File: config.mk
export PLATFORM = sky130hd
export DESIGN_NAME = qpsk_modulator
export DESIGN_NICKNAME = d
export VERILOG_FILES = /design/src/rtl/qpsk_modulator.sv
export SDC_FILE = /design/constraint.sdc
export NUM_CORES = 1
export LEC_CHECK = 0
export ABC_AREA = 0
export BUFFER_PORTS_ARGS = -buffer_cell sky130_fd_sc_hd__buf_4
export CAP_MARGIN = 40
export CORE_ASPECT_RATIO = 1.2
export CORE_MARGIN = 2
export CORE_UTILIZATION = 53
export DETAILED_ROUTE_END_ITERATION = 10
export PLACE_DENSITY = 0.77
export SYNTH_ARGS = -nofsm -noshare
export SYNTH_HDL_FRONTEND = slang
export SYNTH_SLANG_ARGS = --single-unit
File: constraint.sdc
create_clock -name clk -period 3.2 [get_ports clk]
set_input_delay 0 -clock clk [delete_from_list [all_inputs] [get_ports clk]]
set_output_delay 0 -clock clk [all_outputs]
set_load 0.01 [all_outputs]
File: src/rtl/qpsk_modulator.sv
// QPSK modulator: a 2-bit Gray-coded symbol selects the carrier phase.
// The output is a 16-sample/period 12-bit offset-binary sine.
module qpsk_modulator (
    input  logic        clk,
    input  logic        reset,
    input  logic [1:0]  IQ,
    output logic [11:0] sin_qpsk
);

    logic [3:0]  phase_cnt_q, phase_cnt_d;
    logic [1:0]  iq_q, iq_d;
    logic [11:0] sin_q, sin_d;
    logic [3:0]  offset;
    logic [3:0]  k;

    // Gray mapping: adjacent phases differ in one bit.
    always_comb begin
        offset = 4'd10;
        unique case (iq_q)
            2'b11: offset = 4'd2;
            2'b01: offset = 4'd6;
            2'b00: offset = 4'd10;
            2'b10: offset = 4'd14;
        endcase
    end

    always_comb begin
        phase_cnt_d = phase_cnt_q + 4'd1;
        iq_d        = IQ;
        k           = phase_cnt_q + offset;
        sin_d       = 12'd2048;
        unique case (k)
            4'd0:  sin_d = 12'd2048;
            4'd1:  sin_d = 12'd2831;
            4'd2:  sin_d = 12'd3495;
            4'd3:  sin_d = 12'd3939;
            4'd4:  sin_d = 12'd4095;
            4'd5:  sin_d = 12'd3939;
            4'd6:  sin_d = 12'd3495;
            4'd7:  sin_d = 12'd2831;
            4'd8:  sin_d = 12'd2048;
            4'd9:  sin_d = 12'd1265;
            4'd10: sin_d = 12'd601;
            4'd11: sin_d = 12'd157;
            4'd12: sin_d = 12'd1;
            4'd13: sin_d = 12'd157;
            4'd14: sin_d = 12'd601;
            4'd15: sin_d = 12'd1265;
        endcase
    end

    always_ff @(posedge clk or posedge reset) begin
        if (reset) begin
            phase_cnt_q <= 4'd0;
            iq_q        <= 2'b00;
            sin_q       <= 12'd2048;
        end else begin
            phase_cnt_q <= phase_cnt_d;
            iq_q        <= iq_d;
            sin_q       <= sin_d;
        end
    end

    assign sin_qpsk = sin_q;

endmodule

### Word level (Yosys, flattened, before mapping)

Memories as Yosys holds them, arrays and structs flattened. A register that Yosys moved wholly into a read port is not among the register bits.
Index checks and enable logic that the tools add are counted.

* muxes and demuxes: 1
* reductions and logical operators: 1
* eq/ne operators: 3
* $add $sub $neg: 2

Operator list (number)
* $pmux 4 s4: 1
* $add 4x1->4 const B: 1
* $add 4x4->4: 1
* $eq 2x2->1 const B: 2
* $eq 2x1->1 const B: 1
* $logic_not 2->1: 1

* bits of input ports: 4
* memories: 1
* logic and storage cells: 10
* bits in read-only memories: 192
* register bits after elaboration: 6

Memory list
* (no name shown): depth 16, bits a word 12, rd ports 1, clocked after Yosys merged registers in 1, wr ports 0, line 32 `unique case (k)`

### Depth between registers and ports, before layout

Gate-level depths: netlist (run 1).

* depth after elaboration: 3
* gate-level depth with buffers: 9
* depth with buffers taken out: 8

### Worst setup path before layout (run 1)

OpenSTA, ideal clock, no wires.

* path type: flip-flop to flip-flop
* from: register iq_q[1]
* to: register sin_q[10] (netlist: sin_qpsk[10])
* period minus slack after synthesis: 2264 ps
* path slack: 936 ps
* cell stages (with the launch flop): 8
* data arrival time: 2124 ps
* cells stage by stage: dfrtp_1 > inv_1 > ha_1 > inv_1 > fa_1 > xnor2_2 > xnor2_2 > mux4_1

* longest elaborated chain between the ends: 3
* elaborated cells between the ends (all ways): 6
* those cells by class: add/sub: 1; eq/ne: 3; mux: 1; reduce/logical: 1

RTL lines
* start, declared: line 11 `logic [1:0] iq_q, iq_d;`
* start signal, assigned: line 59 `iq_q <= iq_d;`
* $eq 2x2->1, or another cell as far along: line 19 `unique case (iq_q)`
* $pmux 4 s4 *: line 19
* $add 4x4->4 *: line 30 `k = phase_cnt_q + offset;`
* end, declared: line 12 `logic [11:0] sin_q, sin_d;`

Every way passes the cells marked *; elsewhere a longest branch is shown, timed or not. The select of a mux whose other input is x is not followed.

### Worst setup path in the final report (run 1)

* from: register iq_q[0]
* to: register sin_q[2] (netlist: sin_qpsk[2])

Same word-level chain as after synthesis.

==> impl_results.md, run 1 <==
- Area of the multi-input gates: 399.1 um^2
- Die X: 40.87 um
- Worst-path clk slew: 0.09 ns
- Crit Path Max Fanout: 14
- Final Net Count: 108
- Worst Skew: 0.0004186 ns
- Pwr Total: 0.4193 mW
- Clk sinks: 16
- Kind of critical path: reg2reg
- Num CTS Buffers: 3
- CP required: 3.36 ns
- Cell Rows: 16
- Synth Warn #: 0
- Final hold violation count: 0
- RSZ-0062 raised after global routing: false
- First-pass DRT Iterations: 3
- Synthesized flop and latch total: 16
- ANT cells: 0
- Die height: 48.25 um
- Mapped Area: 864.6 um^2
- I/O pin cnt: 16
- GRT overflow: 0
- Vias per Instance: 4.898
- Antenna viol nets, final: 0
- Fin. max-slew vios: 0
- IO buf count: 15
- DR iter-0 viols: 5
- Seq/Total Area, Yosys: 0.4645
- Syn Nets: 88
- Setup_tns: 0 ns
- Outcome: finished, final reports clean
- Register area: 401.6 um^2
- # DRC: 0
- Post-CTS Resized: 0
- WP data arrival: 2.57 ns
- Clock Latency Late Sink: 0.28 ns
- Post-Synthesis Cells: 71
- Vias in the first global route: 494
- Die area: 0.001972 mm^2
- Hold Crit Class: in2async
- Top cells by area, synth: dfrtp_1 43%, ha_1 17%, mux4_1 6.1%
- Unique masters post-synth: 21
- Utilization after layout: 0.6622
- Min Tclk post-route: 2.414 ns
- Largest net degree at the start of global routing: 17
- DP Wirelength: 975 um
- Final setup vio count: 0
- Fraction of layout cells with a size suffix above 1: 0.2556
- Critical path endpoint category: flop
- CTS H-tree depth: 1
- Leakage Power: 0.5509 nW
- Max cap viols: 0
- Initial Util: 0.5467
- Relative slew slack: 0.6141
- Post-DR wirelength/cell: 12.54 um
- WL final: 1.354 mm
- Filler cells: 128
- Area leader, netlist: dfrtp_1
- Clk buf depth: 2
- Actual slew at the worst max-slew pin: 0.5782 ns
- CTS tree: done
- Synth-to-Final Area Change: 21.13%
- RePlAce Congestion: 0.7806
- Top cell type's share of synthesized area: 0.4342
- PD cells: 400.4 mW/mm^2
- Clock Tree Root: clkbuf_4
- GRT Overall Usage: 0.1758
- First-pass GRT wire length: 2.228 mm
- Avg Inst Size Synth: 12.18 um^2
- Antenna violations before repair: 0
- Period utilization: 0.7543
- Critical Path Start Type: flop
- Core Region: 0.001582 mm^2
- FMAX: 0.4143 GHz
- Worst VDD drop: 0.2541 mV
- Vias: 529
[report_power, final]
part	switching (mW)	internal (mW)
registers	0.00395	0.214
logic	0.0332	0.0362
clock network	0.0627	0.0692
[metrics by stage]
stage                     hold WS, ns  worst slack [ns]  area (um^2)  std cells
after floorplan              -0.08698            0.9361        864.6         71
after global placement        0.09332            0.8661        980.9        101
after detailed placement       0.1014            0.7836        980.9        101
after CTS                      0.3485            0.7727         1047        108
after global routing           0.3699            0.6221         1047        108
final                          0.3270            0.7862         1047        108
[what timing repair did]
item / CTS / global route
hold buffers: 3 / 0
buffers inserted: 0 / 0
hold endpoints to repair: 17 / 0
[cells in the mapped netlist]
master    instances
ha_1             12
xor2_1            1
clkbuf_1          1
nor2b_1           1
mux2i_1           3
buf_4             3
o21bai_1          1
o21ai_0           2
dfrtp_1          15
xnor2_1           2
dfstp_2           1
inv_1            10
nand3_1           1
mux4_1            2
a21oi_1           4
nor2_1            2
o211ai_1          1
nor3_1            1
fa_1              1
xnor2_2           2
nand2_1           5
[cells by family (layout without fill, tap and decap cells)]
kind of cell,after synthesis,in the layout,share of synthesized area
adders and majority gates,13,13,0.1968
and+or+nand+nor,10,10,0.04920
DFF,16,16,0.4645
xor gates and xnor gates,5,5,0.06802
muxes,5,5,0.09551
AOI/OAI and AO/OA,8,8,0.05211
buffers and inverters,14,33,0.07380
[final timing paths]
kind | start | endpoint | slack (ns) | cells after the start
min | reset | sin_qpsk[8] | 0.33 | 3
min reg2reg | phase_cnt_q[3] | phase_cnt_q[3] | 0.53 | 1
max | iq_q[0] | sin_qpsk[2] | 0.79 | 8
max in group asynchronous | reset | sin_qpsk[11] | 2.50 | 3
max reg2reg | iq_q[0] | sin_qpsk[2] | 0.79 | 8
min in group clk | IQ[1] | iq_q[1] | 0.37 | 2
[cell usage in the layout (no fill, tap or decap), types with 3 or more instances in the layout]
master         netlist  layout
buf_4                3      16
dfrtp_1             15      15
ha_1                12      12
inv_1               10      10
nand2_1              5       5
a21oi_1              4       4
mux2i_1              3       3
clkbuf_4             0       3
dlygate4sd3_1        0       3
[per-layer routing]
metal / vias to the layer above / share of wire / global-route usage
met5: - / 0 / 0
met4: 0 / 0.015 / 0.08000
met3: 4 / 0.040 / 0.02740
met2: 12 / 0.51 / 0.2719
met1: 250 / 0.44 / 0.2404
li1: 263 / - / -
[critical path, stage by stage (launching register included)]
cell	delay, ns
dfrtp_1	0.37
inv_1	0.06
ha_1	0.30
inv_1	0.06
fa_1	0.41
xnor2_2	0.19
xnor2_2	0.13
buf_4	0.21
mux4_1	0.56
[registers in the layout (all words and copies together) (netlist names)]
name	cells
sin_qpsk	10
phase_cnt_q	4
iq_q	2
[final cells by class]
class | count | area share
sequential | 16 | 0.3835
inverter | 10 | 0.03584
timing repair buffer | 19 | 0.1434
tap | 18 | 0.02151
multi-input combinational | 41 | 0.3811
clock buffer | 4 | 0.03465
Note: power is estimated with default switching activity, not from simulation.
==> run 2: changes to the inputs <==
Settings changed: ABC_AREA 0 to 1, CORE_UTILIZATION 53 to 54.
Clock period 3.2 ns to 2.3 ns, I/O delays scaled along.
==> run 2 against run 1 <==
Net effect:
- design area is 7.9% higher
- routed wire length rose by 23%
- first-iteration DRC count decreased by 20%
- combinational power increased by 63%
- global-route usage up 1.4 points
- total power is 44% higher
- critical path depth is 1 higher
- clock power up 41%
- critical endpoint is now sin_qpsk[6]
==> impl_results.md, run 2 <==
- Outcome: finished, final reports clean
- Post-synth EDFFs: 0
- CTS H-tree depth: 1
- Vias in the first global route: 708
- I/O pin cnt: 16
- Leakage Power: 0.6335 nW
- Flop pwr share: 0.505
- # DRC: 0
- Final setup vio count: 0
- Die height: 49.88 um
- Comb pwr share: 0.187
- Worst-path clk slew: 0.09 ns
- Critical path endpoint category: flop
- Int Power: 0.4475 mW
- DR iter-0 viols: 4
- Most frequent cells after synthesis: 27 x nand2_1, 15 x dfrtp_1, 13 x inv_1
- Area leader, netlist: dfrtp_1
- Top cells by area, synth: dfrtp_1 40%, ha_1 16%, nand2_1 11%
- First-pass GRT wire length: 2.980 mm
- Vias per Instance: 4.903
- Post-CTS Resized: 0
- Seq/Total Area, Yosys: 0.4240
- Setup WS pre-CTS: 0.3334 ns
- Synth-to-Final Area Change: 19.29%
- Num CTS Buffers: 3
- Cell Rows: 16
- Vias: 706
- Synth Warn #: 0
- Largest register FFs: 10
- Placed cell count: 137
- Most frequent cell after synthesis: nand2_1
- Relative slew slack: 0.5942
- Clk sinks: 16
- First-pass DRT Iterations: 4
- Clock Latency Late Sink: 0.29 ns
- IO buf count: 15
- Highest-count cells in the layout ignoring fill and taps: 27 x nand2_1, 16 x buf_4, 15 x dfrtp_1
- CTS Hold Bufs: 3
- Worst Setup SP: iq_q[1]
- PD cells: 534.9 mW/mm^2
- Post-route setup slack: 0.3104 ns
- Max cap viols: 0
- Period utilization: 0.8651
- FMAX: 0.5026 GHz
- Syn Nets: 123
- Final Net Count: 144
- Die area: 0.002106 mm^2
- WL final: 1.660 mm
- Kind of critical path: reg2reg
- DP Wirelength: 1.203 mm
- Area of the multi-input gates: 455.4 um^2
- Critical Path Start Type: flop
- Hold Crit Class: in2async
- Post-Synthesis Cells: 106
- Actual slew at the worst max-slew pin: 0.6081 ns
- Sw power: 0.1568 mW
- Setup_tns: 0 ns
- Top_reg_cell synth: dfrtp_1
- Min Tclk post-route: 1.990 ns
- Antenna viol nets, final: 0
- CTS tree: done
- Die X: 42.23 um
- Non-Filler Instances: 144
- ANT cells: 0
- Synthesized flop and latch total: 16
- RSZ-0062 raised after global routing: false
- Largest net degree at the start of global routing: 17
- Register area: 401.6 um^2
- CP required: 2.54 ns
- Filler cells: 128
- Reg-to-Reg Start: iq_q[1]
- GRT overflow: 0
- Worst VDD drop: 0.2949 mV
- RePlAce Congestion: 0.8385
- Core Region: 0.001642 mm^2
- Crit Path Max Fanout: 10
- Worst Skew: 0.002764 ns
- Clock share of power: 0.309
- GRT Overall Usage: 0.1898
- Avg Inst Size Synth: 8.935 um^2
- Post-DR wirelength/cell: 11.53 um
- Initial Util: 0.5770
- Fraction of layout cells with a size suffix above 1: 0.2619
- Mapped Area: 947.2 um^2
- Fin. max-slew vios: 0
- Unique masters post-synth: 18
- WP data arrival: 2.23 ns
- Antenna violations before repair: 0
- Commonest non-fill, non-tap cell in the layout: nand2_1
- Post-synthesis async set-or-reset flop share: 1.000
- Clock Tree Root: clkbuf_4
- Clk buf depth: 2
- Top cell type's share of synthesized area: 0.3963
- Sw frac: 0.2595
- Final hold violation count: 0
- Post-CTS setup buffer count: 0
- R2R setup slack: 0.31 ns
## run 2: cell types whose count changed after synthesis, sizes merged, moves of 2 or more
| cell | delta |
|---|---|
| inv | +7 |
| nand3 | +7 |
| nand2 | +27 |
| xnor2 | -4 |
| mux2i | -3 |
| o21ai | +8 |
| mux4 | -2 |
| nor2 | +2 |
| a21oi | -4 |
## run 2: cells by family after synthesis
logic type,after synthesis,share of synthesized area
compound gates,10,0.05680
buf+inv,20,0.09511
fa+ha+maj,13,0.1797
simple gates,45,0.2259
flops,16,0.4240
xor+xnor,2,0.01850
## run 2: worst paths after layout
| kind | end | cells after the start |
|---|---|---|
| max in group asynchronous | sin_qpsk[6] | 3 |
| hold reg to reg | phase_cnt_q[2] | 1 |
| setup reg to reg | sin_qpsk[6] | 9 |
| setup / recovery | sin_qpsk[6] | 9 |
| min in group clk | iq_q[1] | 2 |
| hold / removal | sin_qpsk[9] | 3 |
## run 2: routing by layer
layer,up-vias,global-route usage,wire length [um]
met5,-,0,0
met4,0,0.09896,39
met3,5,0.03297,86
met2,25,0.3410,849
met1,313,0.2085,684
li1,363,-,-
## run 2: through the flow
step	power (mW)	area [um^2]	hold WS, ns	util
2_1_floorplan	0.3821	947.2	-0.08698	-
3_3_place_gp	0.4148	1064	0.09809	0.6479
3_5_place_dp	0.4194	1064	0.1076	0.6479
4_1_cts	0.6093	1130	0.3510	0.6883
5_1_grt	0.6395	1130	0.3675	0.6883
6_report	0.6043	1130	0.3303	0.6883
## run 2: power by group through the flow
stage,combinational [mW],sequential [mW],clock (mW)
6_report,0.113,0.305,0.186
5_1_grt,0.126,0.307,0.206
4_1_cts,0.114,0.306,0.190
3_5_place_dp,0.108,0.311,0
3_3_place_gp,0.105,0.309,0
2_1_floorplan,0.0643,0.318,0
## run 2: layout make-up
class / count / share of cell area
Tap cell: 18 / 0.01993
Inverter: 17 / 0.05648
Sequential cell: 16 / 0.3555
Timing Repair Buffer: 19 / 0.1329
Clock buffer: 4 / 0.03212
Multi-Input combinational cell: 70 / 0.4031
## run 2: critical path, cell delays in order, from the launching register on
cell and delay (ns):
dfrtp_1 0.39, inv_1 0.05, ha_1 0.29, inv_1 0.05, fa_1 0.65, buf_4 0.20
nand2_1 0.06, o21ai_0 0.09, nand3_1 0.10, nand2_1 0.06
==> run 3: changes to the inputs <==
Settings changed: ABC_AREA 1 to not set, CORE_UTILIZATION 54 to 53.
==> run 3 against run 2 <==
Net effect:
- routed wire length fell by 10%
- register-to-register slack got worse by 0.24 ns
- critical path depth shrank 2
- clock skew is 0.00074 ns higher
- worst hold slack better by 0.0079 ns
- combinational power decreased by 4%
- die area shrank 6.4%
==> impl_results.md, run 3 (synthesis results as in run 1) <==
- Outcome: finished, final reports clean
- WL final: 1.494 mm
- I/O pin cnt: 16
- Critical Path Start Type: flop
- Vias in the first global route: 502
- Final setup vio count: 0
- Period utilization: 0.9701
- Initial Util: 0.5467
- Hold Crit Class: in2async
- DP Wirelength: 1.039 mm
- CP dominant cell by count: xnor2_2
- Critical path endpoint category: flop
- PD cells: 542.8 mW/mm^2
- FMAX: 0.4482 GHz
- Vias: 555
- Worst path slowest cell: mux4_2
- GRT Overall Usage: 0.1606
- RR Endpoint: sin_qpsk[10]
- Final hold violation count: 0
- Fin. max-slew vios: 0
- GR peak layer: met2
- Antenna viol nets, final: 0
- Relative slew slack: 0.6054
- R2R setup slack: 0.07 ns
- Fraction of layout cells with a size suffix above 1: 0.3579
- Min Tclk post-route: 2.231 ns
- CTS tree: done
- Die X: 40.87 um
- Cell Rows: 16
- Clock Latency Late Sink: 0.28 ns
- CTS H-tree depth: 1
- Hold Slack: 0.3382 ns
- RePlAce Congestion: 0.8194
- Highest-count cells in the layout ignoring fill and taps: 20 x buf_4, 15 x dfrtp_1, 11 x ha_1
- Filler cells: 103
- GRT overflow: 0
- ANT cells: 0
- Worst-path clk slew: 0.10 ns
- Die area: 0.001972 mm^2
- First-pass DRT Iterations: 4
- Clk buf depth: 2
- Clk sinks: 16
- Crit Path Max Fanout: 3
- Vias per Instance: 4.912
- Clock Tree Root: clkbuf_4
- First-pass GRT wire length: 2.035 mm
- Critical Path, Cell by Cell: inv_1 > ha_4 > inv_2 > fa_2 > xnor2_2 > xnor2_2 > mux4_2
- Post-DR wirelength/cell: 13.22 um
- DR iter-0 viols: 5
- Final Net Count: 113
- Die height: 48.25 um
- Antenna violations before repair: 0
- IO buf count: 15
- Actual slew at the worst max-slew pin: 0.5913 ns
- CP required: 2.46 ns
- Post-route setup slack: 0.06869 ns
- Met3 global-route usage: 0.02740
- Max cap viols: 0
- Synth-to-Final Area Change: 26.77%
- Commonest non-fill, non-tap cell in the layout: buf_4
- Leakage Power: 0.5651 nW
- Pwr Total: 0.5949 mW
- Setup WS pre-CTS: 0.005771 ns
- Register-to-Register Path Depth: 7
- Reg-to-Reg Start: iq_q[1]
- WP data arrival: 2.39 ns
- Kind of critical path: reg2reg
- Largest register FFs: 10
- Global routing usage on met2: 0.3031
- RSZ-0062 raised after global routing: true
- Crit path largest cell delay: 0.55 ns
- Met1 usage: 0.1628
- # DRC: 0
- Core Region: 0.001582 mm^2
- Num CTS Buffers: 3
- Worst VDD drop: 0.3315 mV
- Largest net degree at the start of global routing: 17
- Worst Skew: 0.003503 ns
[run 3: cell types whose count changed in the layout (fill, tap and decap cells not counted), moves of 3 or more]
cell     delta
nand3_1     -7
o21ai_0     -7
nand2_1    -22
a21oi_1     +4
buf_4       +4
nand2_4     -3
inv_1       -5
mux2i_1     +3
[run 3: final cells by class]
class                      count  area (um^2)  share of cell area
tap                           18        22.52             0.02055
multi-input combinational     41        406.6              0.3710
sequential                    16        401.6              0.3664
timing repair buffer          24        191.4              0.1747
clock buffer                   4        36.28             0.03311
inverter                      10        37.54             0.03425
[run 3: where the power goes]
group / total [mW] / switching, mW / internal (mW) / leakage, nW
clock: 0.183 / 0.0868 / 0.0961 / 0.0210
sequential: 0.303 / 0.00529 / 0.298 / 0.188
combinational: 0.109 / 0.0509 / 0.0580 / 0.357
[run 3: how the worst max path moves through the flow]
stage,start,endpoint,slack (ns),depth (start not counted)
3_3_place_gp,iq_q[0],sin_qpsk[2],0.1,7
6_report,iq_q[1],sin_qpsk[10],0.07,7
4_1_cts,iq_q[0],sin_qpsk[10],-0.004,7
3_5_place_dp,iq_q[0],sin_qpsk[10],0.006,7
2_1_floorplan,iq_q[1],sin_qpsk[10],0.04,7
5_1_grt,iq_q[1],sin_qpsk[2],-0.03,7
[run 3: through the flow]
stage | cell area, um^2 | TNS [ns] | std cells | util
floorplan | 864.6 | 0 | 71 | -
global placement | 996.0 | 0 | 103 | 0.6297
detailed placement | 996.0 | 0 | 103 | 0.6297
CTS | 1062 | -0.004197 | 110 | 0.6717
global route | 1096 | -0.05088 | 113 | 0.6930
finish | 1096 | 0 | 113 | 0.6930
[run 3: repair_timing]
item / 4_1_cts / 5_1_grt
hold buffers: 3 / 0
hold endpoints to repair: 17 / 0
gates resized for setup: 0 / 7
endpoints found under the setup margin: 2 / 3
pin swaps: 1 / 2
buffers inserted: 0 / 3
[run 3: worst max-delay path, delay by kind of cell (launching register included)]
kind	cells	cell delay (ns)
adders and majority gates	2	0.61
muxes	1	0.55
xor gates and xnor gates	2	0.46
DFF	1	0.37
buffers and inverters	2	0.11
[run 3: metal layers]
| layer | part of all wire | up-vias |
|---|---|---|
| li1 | - | 269 |
| met1 | 0.39 | 269 |
| met2 | 0.56 | 15 |
| met3 | 0.037 | 2 |
| met4 | 0.012 | 0 |
| met5 | 0 | - |
